File: config.mk
export PLATFORM = sky130hd
export DESIGN_NAME = tcm_dec_tmu_sched
export DESIGN_NICKNAME = d
export VERILOG_FILES = /design/src/rtl/tcm_dec_types.sv /design/src/rtl/tcm_dec_tmu_sched_dly.sv /design/src/rtl/tcm_dec_tmu_sched.sv
export SDC_FILE = /design/constraint.sdc
export NUM_CORES = 1
export LEC_CHECK = 0
export CAP_MARGIN = 20
export CORE_ASPECT_RATIO = 1.5
export CORE_MARGIN = 4
export CORE_UTILIZATION = 41
export CTS_BUF_LIST = sky130_fd_sc_hd__clkbuf_4
export DETAILED_ROUTE_END_ITERATION = 10
export GPL_ROUTABILITY_DRIVEN = 0
export PLACE_DENSITY = 0.66
export SYNTH_ARGS = -nofsm -noshare
export SYNTH_HDL_FRONTEND = slang
export SYNTH_SLANG_ARGS = --single-unit
File: constraint.sdc
create_clock -name iclk -period 6.5 [get_ports iclk]
set_input_delay 1.3 -clock iclk [delete_from_list [all_inputs] [get_ports iclk]]
set_output_delay 1.3 -clock iclk [all_outputs]
set_load 0.05 [all_outputs]
File: src/rtl/tcm_dec_types.sv
`default_nettype none
// ============================================================================
// tcm_dec_types : shared TCM decoder types and constants
// Rev 1.0
// ============================================================================
package tcm_dec_types;

  // Pipeline depth of the downstream ACS tree, in cycles.
  localparam int cTREE_LAT = 4;

  typedef logic [9:0] trel_bm_t;
  typedef logic [3:0] symb_m_idx_t;

  typedef enum logic [1:0] {
    ST_IDLE  = 2'd0,
    ST_RUN   = 2'd1,
    ST_DRAIN = 2'd2
  } sched_state_t;

endpackage
`default_nettype wire

File: src/rtl/tcm_dec_tmu_sched_dly.sv
`default_nettype none
// ============================================================================
// tcm_dec_tmu_sched_dly : clock-enabled valid delay line covering RAM latency
// Rev 1.0
// ============================================================================
module tcm_dec_tmu_sched_dly #(
  parameter int pLAT = 1
) (
  input  logic iclk,
  input  logic ireset,
  input  logic iclkena,
  input  logic ival,
  output logic oval
);

  logic [pLAT-1:0] sr_q;

  generate
    if (pLAT == 1) begin : g_single
      always_ff @(posedge iclk) begin
        if (ireset)       sr_q <= '0;
        else if (iclkena) sr_q <= ival;
      end
    end else begin : g_chain
      always_ff @(posedge iclk) begin
        if (ireset)       sr_q <= '0;
        else if (iclkena) sr_q <= {sr_q[pLAT-2:0], ival};
      end
    end
  endgenerate

  assign oval = sr_q[pLAT-1];

endmodule
`default_nettype wire

File: src/rtl/tcm_dec_tmu_sched.sv
`default_nettype none
// ============================================================================
// tcm_dec_tmu_sched : issues branch-metric RAM reads per 4D symbol and tags
//                     the ACS tree results with branch address, sop and eop
// Rev 1.0
// ============================================================================
module tcm_dec_tmu_sched
  import tcm_dec_types::*;
#(
  parameter int pBM_NUM  = 16,
  parameter int pRAM_LAT = 1
) (
  input  logic                       iclk,
  input  logic                       ireset,
  input  logic                       iclkena,
  input  logic                       ival,
  output logic                       ordy,
  output logic [$clog2(pBM_NUM)-1:0] oraddr,
  output logic                       oren,
  output logic                       otree_val,
  input  logic                       itree_val,
  input  trel_bm_t                   itree_bm,
  input  symb_m_idx_t                itree_idx,
  output logic                       oval,
  output logic                       osop,
  output logic                       oeop,
  output trel_bm_t                   obm,
  output logic [$clog2(pBM_NUM)-1:0] obm_addr,
  output symb_m_idx_t                osymb_m_idx,
  output logic                       obusy,
  output logic                       oerr
);

  localparam int             cAW   = $clog2(pBM_NUM);
  localparam int             cOW   = $clog2(pBM_NUM + 8) + 1;
  localparam logic [cAW-1:0] cLAST = cAW'(pBM_NUM - 1);

  sched_state_t   state_q;
  logic           oren_q;
  logic [cAW-1:0] raddr_q;
  logic [cAW-1:0] ret_q, ret_d;
  logic [cOW-1:0] outst_q, outst_d;
  logic           oval_q, osop_q, oeop_q, oerr_q;
  trel_bm_t       obm_q;
  logic [cAW-1:0] obm_addr_q;
  symb_m_idx_t    oidx_q;
  logic           tree_err, tree_ok;

  // A new symbol may start from IDLE, or seamlessly on the last branch read.
  assign ordy = (state_q == ST_IDLE) || ((state_q == ST_RUN) && (raddr_q == cLAST));

  assign tree_err = itree_val && (outst_q == '0);
  assign tree_ok  = itree_val && !tree_err;

  always_comb begin
    outst_d = outst_q;
    case ({otree_val, tree_ok})
      2'b10:   outst_d = outst_q + 1'b1;
      2'b01:   outst_d = outst_q - 1'b1;
      default: outst_d = outst_q;
    endcase
    ret_d = (ret_q == cLAST) ? '0 : ret_q + 1'b1;
  end

  always_ff @(posedge iclk) begin
    if (ireset) begin
      state_q <= ST_IDLE;
      oren_q  <= 1'b0;
      raddr_q <= '0;
    end else if (iclkena) begin
      case (state_q)
        ST_IDLE: begin
          if (ival) begin
            state_q <= ST_RUN;
            oren_q  <= 1'b1;
            raddr_q <= '0;
          end
        end
        ST_RUN: begin
          if (raddr_q == cLAST) begin
            raddr_q <= '0;
            if (!ival) begin
              state_q <= ST_DRAIN;
              oren_q  <= 1'b0;
            end
          end else begin
            raddr_q <= raddr_q + 1'b1;
          end
        end
        ST_DRAIN: begin
          // Leave once the final result is on the output and nothing is in flight.
          if (oval_q && oeop_q && (outst_q == '0)) state_q <= ST_IDLE;
        end
        default: begin
          state_q <= ST_IDLE;
          oren_q  <= 1'b0;
        end
      endcase
    end
  end

  always_ff @(posedge iclk) begin
    if (ireset) begin
      outst_q    <= '0;
      ret_q      <= '0;
      oval_q     <= 1'b0;
      osop_q     <= 1'b0;
      oeop_q     <= 1'b0;
      oerr_q     <= 1'b0;
      obm_q      <= '0;
      obm_addr_q <= '0;
      oidx_q     <= '0;
    end else if (iclkena) begin
      outst_q <= outst_d;
      oval_q  <= tree_ok;
      osop_q  <= tree_ok && (ret_q == '0);
      oeop_q  <= tree_ok && (ret_q == cLAST);
      if (tree_err) oerr_q <= 1'b1;
      if (tree_ok) begin
        ret_q      <= ret_d;
        obm_q      <= itree_bm;
        obm_addr_q <= ret_q;
        oidx_q     <= itree_idx;
      end
    end
  end

  tcm_dec_tmu_sched_dly #(
    .pLAT (pRAM_LAT)
  ) u_dly (
    .iclk    (iclk),
    .ireset  (ireset),
    .iclkena (iclkena),
    .ival    (oren_q),
    .oval    (otree_val)
  );

  assign oren        = oren_q;
  assign oraddr      = raddr_q;
  assign oval        = oval_q;
  assign osop        = osop_q;
  assign oeop        = oeop_q;
  assign obm         = obm_q;
  assign obm_addr    = obm_addr_q;
  assign osymb_m_idx = oidx_q;
  assign obusy       = (state_q != ST_IDLE);
  assign oerr        = oerr_q;

endmodule
`default_nettype wire

**Word level (Yosys, flattened, before mapping)**

Cells that the tools add are included.

- Bitwise gates (word level): 1
- Equality and inequality tests: 10
- Multiplexer cells: 14
- $add $sub $neg: 4
- Reductions and logical operators: 21

Operator list:

| kind | number |
|---|---|
| $mux 4 | 3 |
| $pmux 6 s2 | 1 |
| $reduce_and 5->1 | 2 |
| $add 4x1->4 const B | 2 |
| $eq 4x4->1 const B | 2 |
| $mux 2 | 4 |
| $pmux 4 s2 | 1 |
| $logic_and 1x1->1 | 7 |
| $add 6x1->6 const B | 1 |
| $logic_not 6->1 | 1 |
| $ne 2x2->1 const B | 3 |
| $pmux 2 s3 | 1 |
| $reduce_and 2->1 | 3 |
| $reduce_bool 2->1 | 3 |
| $sub 6x1->6 const B | 1 |
| $eq 2x1->1 const B | 2 |
| $eq 2x2->1 const B | 2 |
| $logic_not 4->1 | 1 |
| $mux 1 | 3 |
| $pmux 1 s3 | 1 |
| $reduce_and 3->1 | 1 |
| $logic_not 2->1 | 1 |
| $ne 2x1->1 const B | 1 |
| $logic_not 1->1 | 1 |
| other kinds (2) | 2 |

- Output and inout port bits: 30
- Register bits after elaboration: 40
- Bits of input ports: 19
- Logic and storage cells: 63

**Depth between registers and ports, before layout**

- Depth in word-level cells: 7
- Depth in mapped cells: 11
- Gate-level depth less buffers: 9

**By module**

A second synthesis with hierarchy kept.

- Cell total of the unflattened synthesis: 214
- Area total of the unflattened synthesis: 1955.6 µm²

By module, submodules not included:

| module | area an instance (µm²) | cells each | instances | seq. area each (µm²) |
|---|---|---|---|---|
| tcm_dec_tmu_sched | 1921.8 | 211 | 1 | 780.7 |
| tcm_dec_tmu_sched_dly | 33.8 | 3 | 1 | 20.0 |

**Worst setup path before layout**

Ideal clock, no wire load.

- Kind: register to output
- From: register raddr_q[0] (netlist: oraddr[0])
- To: output port ordy
- Buffers on the path: 0
- Stages on the path, launching flop included: 4
- Setup slack: 3320 ps
- Data arrival time: 1880 ps
- Data required time: 5200 ps
- Path through: dfxtp_1 ha_1 nand3_1 a21oi_1

- Cells in the longest elaborated chain, start to end: 3

Ends and longest elaborated chain:

| what | line | text |
|---|---|---|
| start: declaration | tcm_dec_tmu_sched.sv:40 | `logic [cAW-1:0] raddr_q;` |
| start signal: assignment | tcm_dec_tmu_sched.sv:87 | `raddr_q <= raddr_q + 1'b1;` |
| $eq 4x4->1 | tcm_dec_tmu_sched.sv:50 | `assign ordy = (state_q == ST_IDLE) \|\| ((state_q == ST_RUN) && (raddr_q == cLAST));` |
| $logic_and 1x1->1 | tcm_dec_tmu_sched.sv:50 |  |
| $logic_or 1x1->1 | tcm_dec_tmu_sched.sv:50 |  |
| end: declaration | tcm_dec_tmu_sched.sv:17 | `output logic ordy,` |

No other way between the ends.

**Final worst setup path**

Ends and elaborated chain as after synthesis.

==> results.tsv <==
stage	metric	value	unit
run_status	status	completed	
sta	Worst-Margin Slew	922	ps
sta	period utilization	52.6	%
route	post-route ant nets	0	
clocking	Root Buffer	clkbuf_4	
clocking	CTS Sinks	40	
synthesis	Syn. warnings	0	
finish	diodes inserted	0	
clocking	post-CTS sizing	0	
die	die width	64.5	um
critical_path	Max Fanout on Critical Path	5	
synthesis	Yosys reg bits	40	
sta	Slew Viols, Final	0	
critical_path	Arrival @ worst endpoint	2120	ps
clocking	Worst-path clk slew	110	ps
synthesis	Synth Instances	213	
clocking	CTS hold repair buffers	0	
placed_design	number of port buffers	48	
critical_path	r2r startpoint	outst_q[1]$_SDFFE_PP0P_	
synthesis	sequential share of the synthesized area	40.8	%
power	power density over the cells	315	nW/um2
synthesis	Synth Flop Type	dfxtp_1	
synthesis	synthesized cell area	1960	um2
synthesis	Post-synth EDFFs	0	
sta	Tmin final	3420	ps
sta	setup_tns	0	ps
synthesis	Unique masters post-synth	52	
die	I/O pin cnt	49	
hold_path	worst hold start	oerr$_SDFFE_PP0P_	
critical_path	R2R Setup Slk	3860	ps
power	maximum vdd drop	0.140	mV
finish	synthesis-to-finish area growth	27.4	%
die	num rows	30	
clocking	CTS tree	done	
power	Total Power	0.788	mW
route	Routed met2 length	2000	um
placed_design	DP Wirelength	2640	um
die	starting density of the core	42.8	%
finish	fraction of layout cells with a size suffix above 1	5.91	%
synthesis	syn_nets	238	
route	routed len/inst	12.6	um
critical_path	CP Launch Type	flop	
critical_path	crit path kind	flop to output pin	
critical_path	Worst R2R End	outst_q[2]$_SDFFE_PP0P_	
sta	Rel. slew slack	38.4	%
sta	final setup fails	0	
run	max-cap viol count	0	
critical_path	Slowest-stage cell, CP	clkdlybuf4s50_1	
hold_path	Hold WC Path Type	flop to flop	
route	1st-pass router iterations	4	
synthesis	fraction of registers with async set/reset	0	%
clocking	clk buf depth	2	
finish	most common cell after layout, fill and taps aside	clkdlybuf4s50_1	
die	Die H	92.7	um
global_routing	global route overflow	0	
sta	clk_skew	7.29	ps
clocking	clk_lat worst skew	350	ps
hold_path	worst hold path depth	2	
global_routing	vias in the first global route	1476	
critical_path	CP cell instances	ha_1 > nand3_1 > a21oi_1 > clkdlybuf4s50_1	
global_routing	initial antenna violation count	0	
sta	RSZ-0062 raised after global routing	no	
sta	Fin. Hold Viols	0	
route	initial DRC count	107	
route	vias per cell	5.15	
critical_path	worst r2r path cells	9	
finish	Total Nets Final	278	
clocking	Setup Buffers After CTS	0	
route	highest metal used	met4	
global_routing	first-pass GRT wire length	6620	um
route	DR WL met3	157	um
synthesis	share of the synthesized area in the top cell type	40.8	%
critical_path	crit end category	output pin	
clocking	CTS Buf Count	5	
hold_path	Hold Path Sink	oerr$_SDFFE_PP0P_	
die	DIE AREA	5980	um2
global_routing	largest net degree at the start of global routing	47	
clocking	H-tree levels	2	
route	DRC	0	
power	Leakage	0.875	nW
route	via count	1639	
synthesis	top cell type by total area after synthesis	dfxtp_1	
die	core area	4580	um2
finish	most frequent cells in the layout	clkdlybuf4s50_1 (48), dfxtp_1 (40), nor2_1 (35)	
finish	fill count	447	
sta	fmax	292	MHz
synthesis	synth top area cells	dfxtp_1 (41%), mux2i_1 (12%), nor2_1 (6.7%)	
critical_path	worst stage delay on the critical path	820	ps
global_routing	Global Route Usage Sum	13.7	%
route	wl on met1	1770	um
synthesis	syn_area_per_cell	9.21	um2
route	final WL	3990	um
critical_path	Req. time, crit path	5200	ps
==> logic make-up (layout without fill, tap and decap cells) <==
family / after synthesis / in the layout / synth area share (%)
buf+inv: 24 / 65 / 6.19
xor+xnor: 4 / 4 / 1.79
mux: 25 / 25 / 12.8
compound gates: 39 / 39 / 14.3
flops: 40 / 40 / 40.8
fa+ha+maj: 6 / 6 / 3.83
simple gates: 75 / 75 / 20.3
==> report_power, final <==
part           switching (mW)  internal [mW]  total [mW]
Combinational           0.206          0.141       0.347
Sequential             0.0321          0.277       0.309
Clock                  0.0806         0.0519       0.132
Total                   0.318          0.470       0.788
==> synthesized netlist by cell type (2+ instances only) <==
master / count
nand2b_1: 4
nor2b_1: 4
a41oi_1: 3
nor2_1: 35
xor2_1: 2
ha_1: 6
buf_2: 3
inv_1: 8
a32oi_1: 2
buf_6: 3
mux2i_1: 24
o21ai_0: 4
dfxtp_1: 40
clkbuf_1: 6
a21oi_1: 12
a21o_1: 2
nand2_1: 7
nor4b_1: 2
xnor2_1: 2
nand3_1: 4
o211ai_1: 2
a31oi_1: 3
nor3_1: 4
buf_1: 2
nand3b_1: 2
==> worst max path at each step <==
stage                            from                      end  slack, ps  cells after the start
2_1_floorplan  oraddr[0]$_SDFFE_PP0P_                     ordy       3320                      3
3_3_place_gp                itree_val  outst_q[2]$_SDFFE_PP0P_       2980                      9
3_5_place_dp                itree_val  outst_q[2]$_SDFFE_PP0P_       2920                      9
4_1_cts        oraddr[0]$_SDFFE_PP0P_                     ordy       3060                      4
5_1_grt        oraddr[0]$_SDFFE_PP0P_                     ordy       2960                      4
6_report       oraddr[0]$_SDFFE_PP0P_                     ordy       3080                      4
==> critical path, delay by kind of cell, from the launching register on <==
| kind | cells | cell delay (ps) |
|---|---|---|
| DFF | 1 | 410 |
| adders and majority gates | 1 | 220 |
| AOI/OAI and AO/OA | 1 | 180 |
| buffers and inverters | 1 | 820 |
| and+or+nand+nor | 1 | 140 |
==> flip-flops by register name, summed over array words and instances (netlist names), 2 cells and up <==
signal,flops
obm,10
outst_q,6
obm_addr,4
oraddr,4
osymb_m_idx,4
ret_q,4
state_q,2
==> final cells by class <==
cell class,instances,area (um2),area share (%)
Clock buffer,7,52.6,2.10
Tap cell,64,80.1,3.20
Clock inverter,1,8.76,0.350
Timing Repair Buffer,49,488,19.5
Inverter,8,30.0,1.20
Sequential cell,40,801,32.0
Multi-Input combinational cell,149,1040,41.6
==> layer usage <==
metal	global-route usage, %	vias up
li1	-	836
met1	16.6	763
met2	23.1	34
met3	3.16	6
met4	5.82	0
met5	0	-
==> stage by stage <==
step	utilization, %	hold WS (ps)	std cells	setup slack [ps]	instance area, um2
4_1_cts	54.6	499	318	3060	2500
6_report	54.6	489	318	3080	2500
2_1_floorplan	-	493	213	3320	1960
3_3_place_gp	53.3	464	310	2980	2440
3_5_place_dp	53.3	467	310	2920	2440
5_1_grt	54.6	523	318	2960	2500
Power figures use the tool's default switching activity.
==> variant (config.mk and constraints unchanged) <==
The parameter `pRAM_LAT` goes from 1 to 2.
--- a/src/rtl/tcm_dec_tmu_sched.sv
+++ b/src/rtl/tcm_dec_tmu_sched.sv
@@ -9,5 +9,5 @@
 #(
   parameter int pBM_NUM  = 16,
-  parameter int pRAM_LAT = 1
+  parameter int pRAM_LAT = 2
 ) (
   input  logic                       iclk,
Formal check against the unedited RTL: not equivalent (a bounded check fails within 4 cycles, from zero or initial values and one cycle with ireset high).
==> variant against the original RTL <==
  * Final cell count rose by 2.2%
  * Register-to-register slack improved by 50 ps
  * Clock skew rose by 1.7 ps
  * Final area rose by 2.4%
  * First-iteration DRC count fell by 12%
  * Maximum frequency rose by 0.27%
  * Total power fell by 6.8%
  * Synthesized area rose by 2.7%
  * Worst setup slack improved by 9.4 ps
  * Core utilization fell by 1.4 points
  * Wire length rose by 2.8%
  * Sequential cell count rose by 1
  * Global-route usage rose by 0.57 points
  * Highest routed layer unchanged
==> variant: results (changes against the original RTL) <==
[synth]
syn_nets=245  ; +2.9%
synth_cell_types=50  ; -3.8%
synth_commonest_cells=dfxtp_1 (41), nor2_1 (38), mux2i_1 (24)
netlist_top_cells_area=dfxtp_1 (41%), mux2i_1 (12%), nor2_1 (7.1%)
ys_seq_area_share_pct=40.7  ; -0.096 points

[global_route]
use_met1_pct=16.7  ; +0.15 points
globalRouteMet2Util_pct=23.8  ; +0.65 points
grt_pass1_vias=1605  ; +8.7%
track_usage_pct=14.3  ; +0.57 points
grt_pass1_wl_mm=6.99  ; +5.5%
grt_use_met3_pct=5.03  ; +1.9 points
grt_max_degree=48  ; +2.1%

[outcome]
status=complete, no violations

[sta]
max_slew_margin_pct=37.3  ; -1.1 points
skew_ps=8.97  ; +1.68 ps

[detailed_routing]
drt_iter0_drc=94  ; -12%
wl_mm=4.10  ; +2.8%
avgViaCountPerCell=5.07  ; -1.6%

[placed_design]
place_area_um2=2480  ; +1.7%
dp_hpwl_mm=2.80  ; +6.2%
pre_cts_ws_ps=2880  ; -38.0 ps

[worst_setup_path]
cp_slowest_cell=clkdlybuf4s50_1

[cells_and_area]
layout-drive-gt1-share_pct=5.02  ; -0.89 points

[pwr]
internal_power_uw=469  ; -0.16%
ir_drop_uv=152  ; +8.6%
power.leakage_nw=0.874  ; -0.11%

-- variant: routing by layer --
layer | wire, um | vias up
met2 | 2000 | 36
met4 | 63 | 0
met5 | 0 | -
met1 | 1830 | 753
li1 | - | 854
met3 | 216 | 5
-- variant: final timing paths --
check | start | end | slack [ps] | cells past startpoint
max | oraddr[0] | ordy | 3090 | 4
min | oerr | oerr | 490 | 2
max reg2reg | outst_q[1] | outst_q[2] | 3910 | 10
min reg2reg | oerr | oerr | 490 | 2
-- variant: cell type report --
class / instances / area (um2)
Fill cell: 488 / 2250
Multi-Input combinational cell: 154 / 1070
Sequential cell: 41 / 821
Timing Repair Buffer: 48 / 475
Tap cell: 66 / 82.6
Clock buffer: 6 / 45.0
Clock inverter: 2 / 33.8
Inverter: 8 / 30.0
-- variant: kinds of logic after synthesis --
logic type / after synthesis / share of synthesized area, %
flip-flops: 41 / 40.7
XOR/XNOR: 5 / 2.17
multiplexers: 25 / 12.5
AO/OA/AOI/OAI: 38 / 13.5
buffers and inverters: 25 / 6.15
adder cells (fa/ha/maj): 6 / 3.72
AND/OR/NAND/NOR: 80 / 21.3
-- variant: worst reg2reg max path, delay by kind of cell (launching register included) --
family                     cells  cell delay [ps]
adders and majority gates      2              600
DFF                            1              600
xor gates and xnor gates       2              340
and+or+nand+nor                4              770
AOI/OAI and AO/OA              2              230
-- variant: power by group through the flow --
stage	Clock [mW]	Combinational [mW]	Sequential, mW
6_report	0.165	0.264	0.306
3_5_place_dp	0	0.265	0.312
5_1_grt	0.183	0.287	0.310
3_3_place_gp	0	0.264	0.311
4_1_cts	0.172	0.266	0.306
2_1_floorplan	0	0.140	0.370
-- variant: through the flow --
step           instances  hold slack (ps)  power, mW
5_1_grt              325              541      0.780
6_report             325              495      0.735
3_3_place_gp         317              454      0.575
4_1_cts              325              498      0.745
2_1_floorplan        220              460      0.510
3_5_place_dp         317              469      0.577
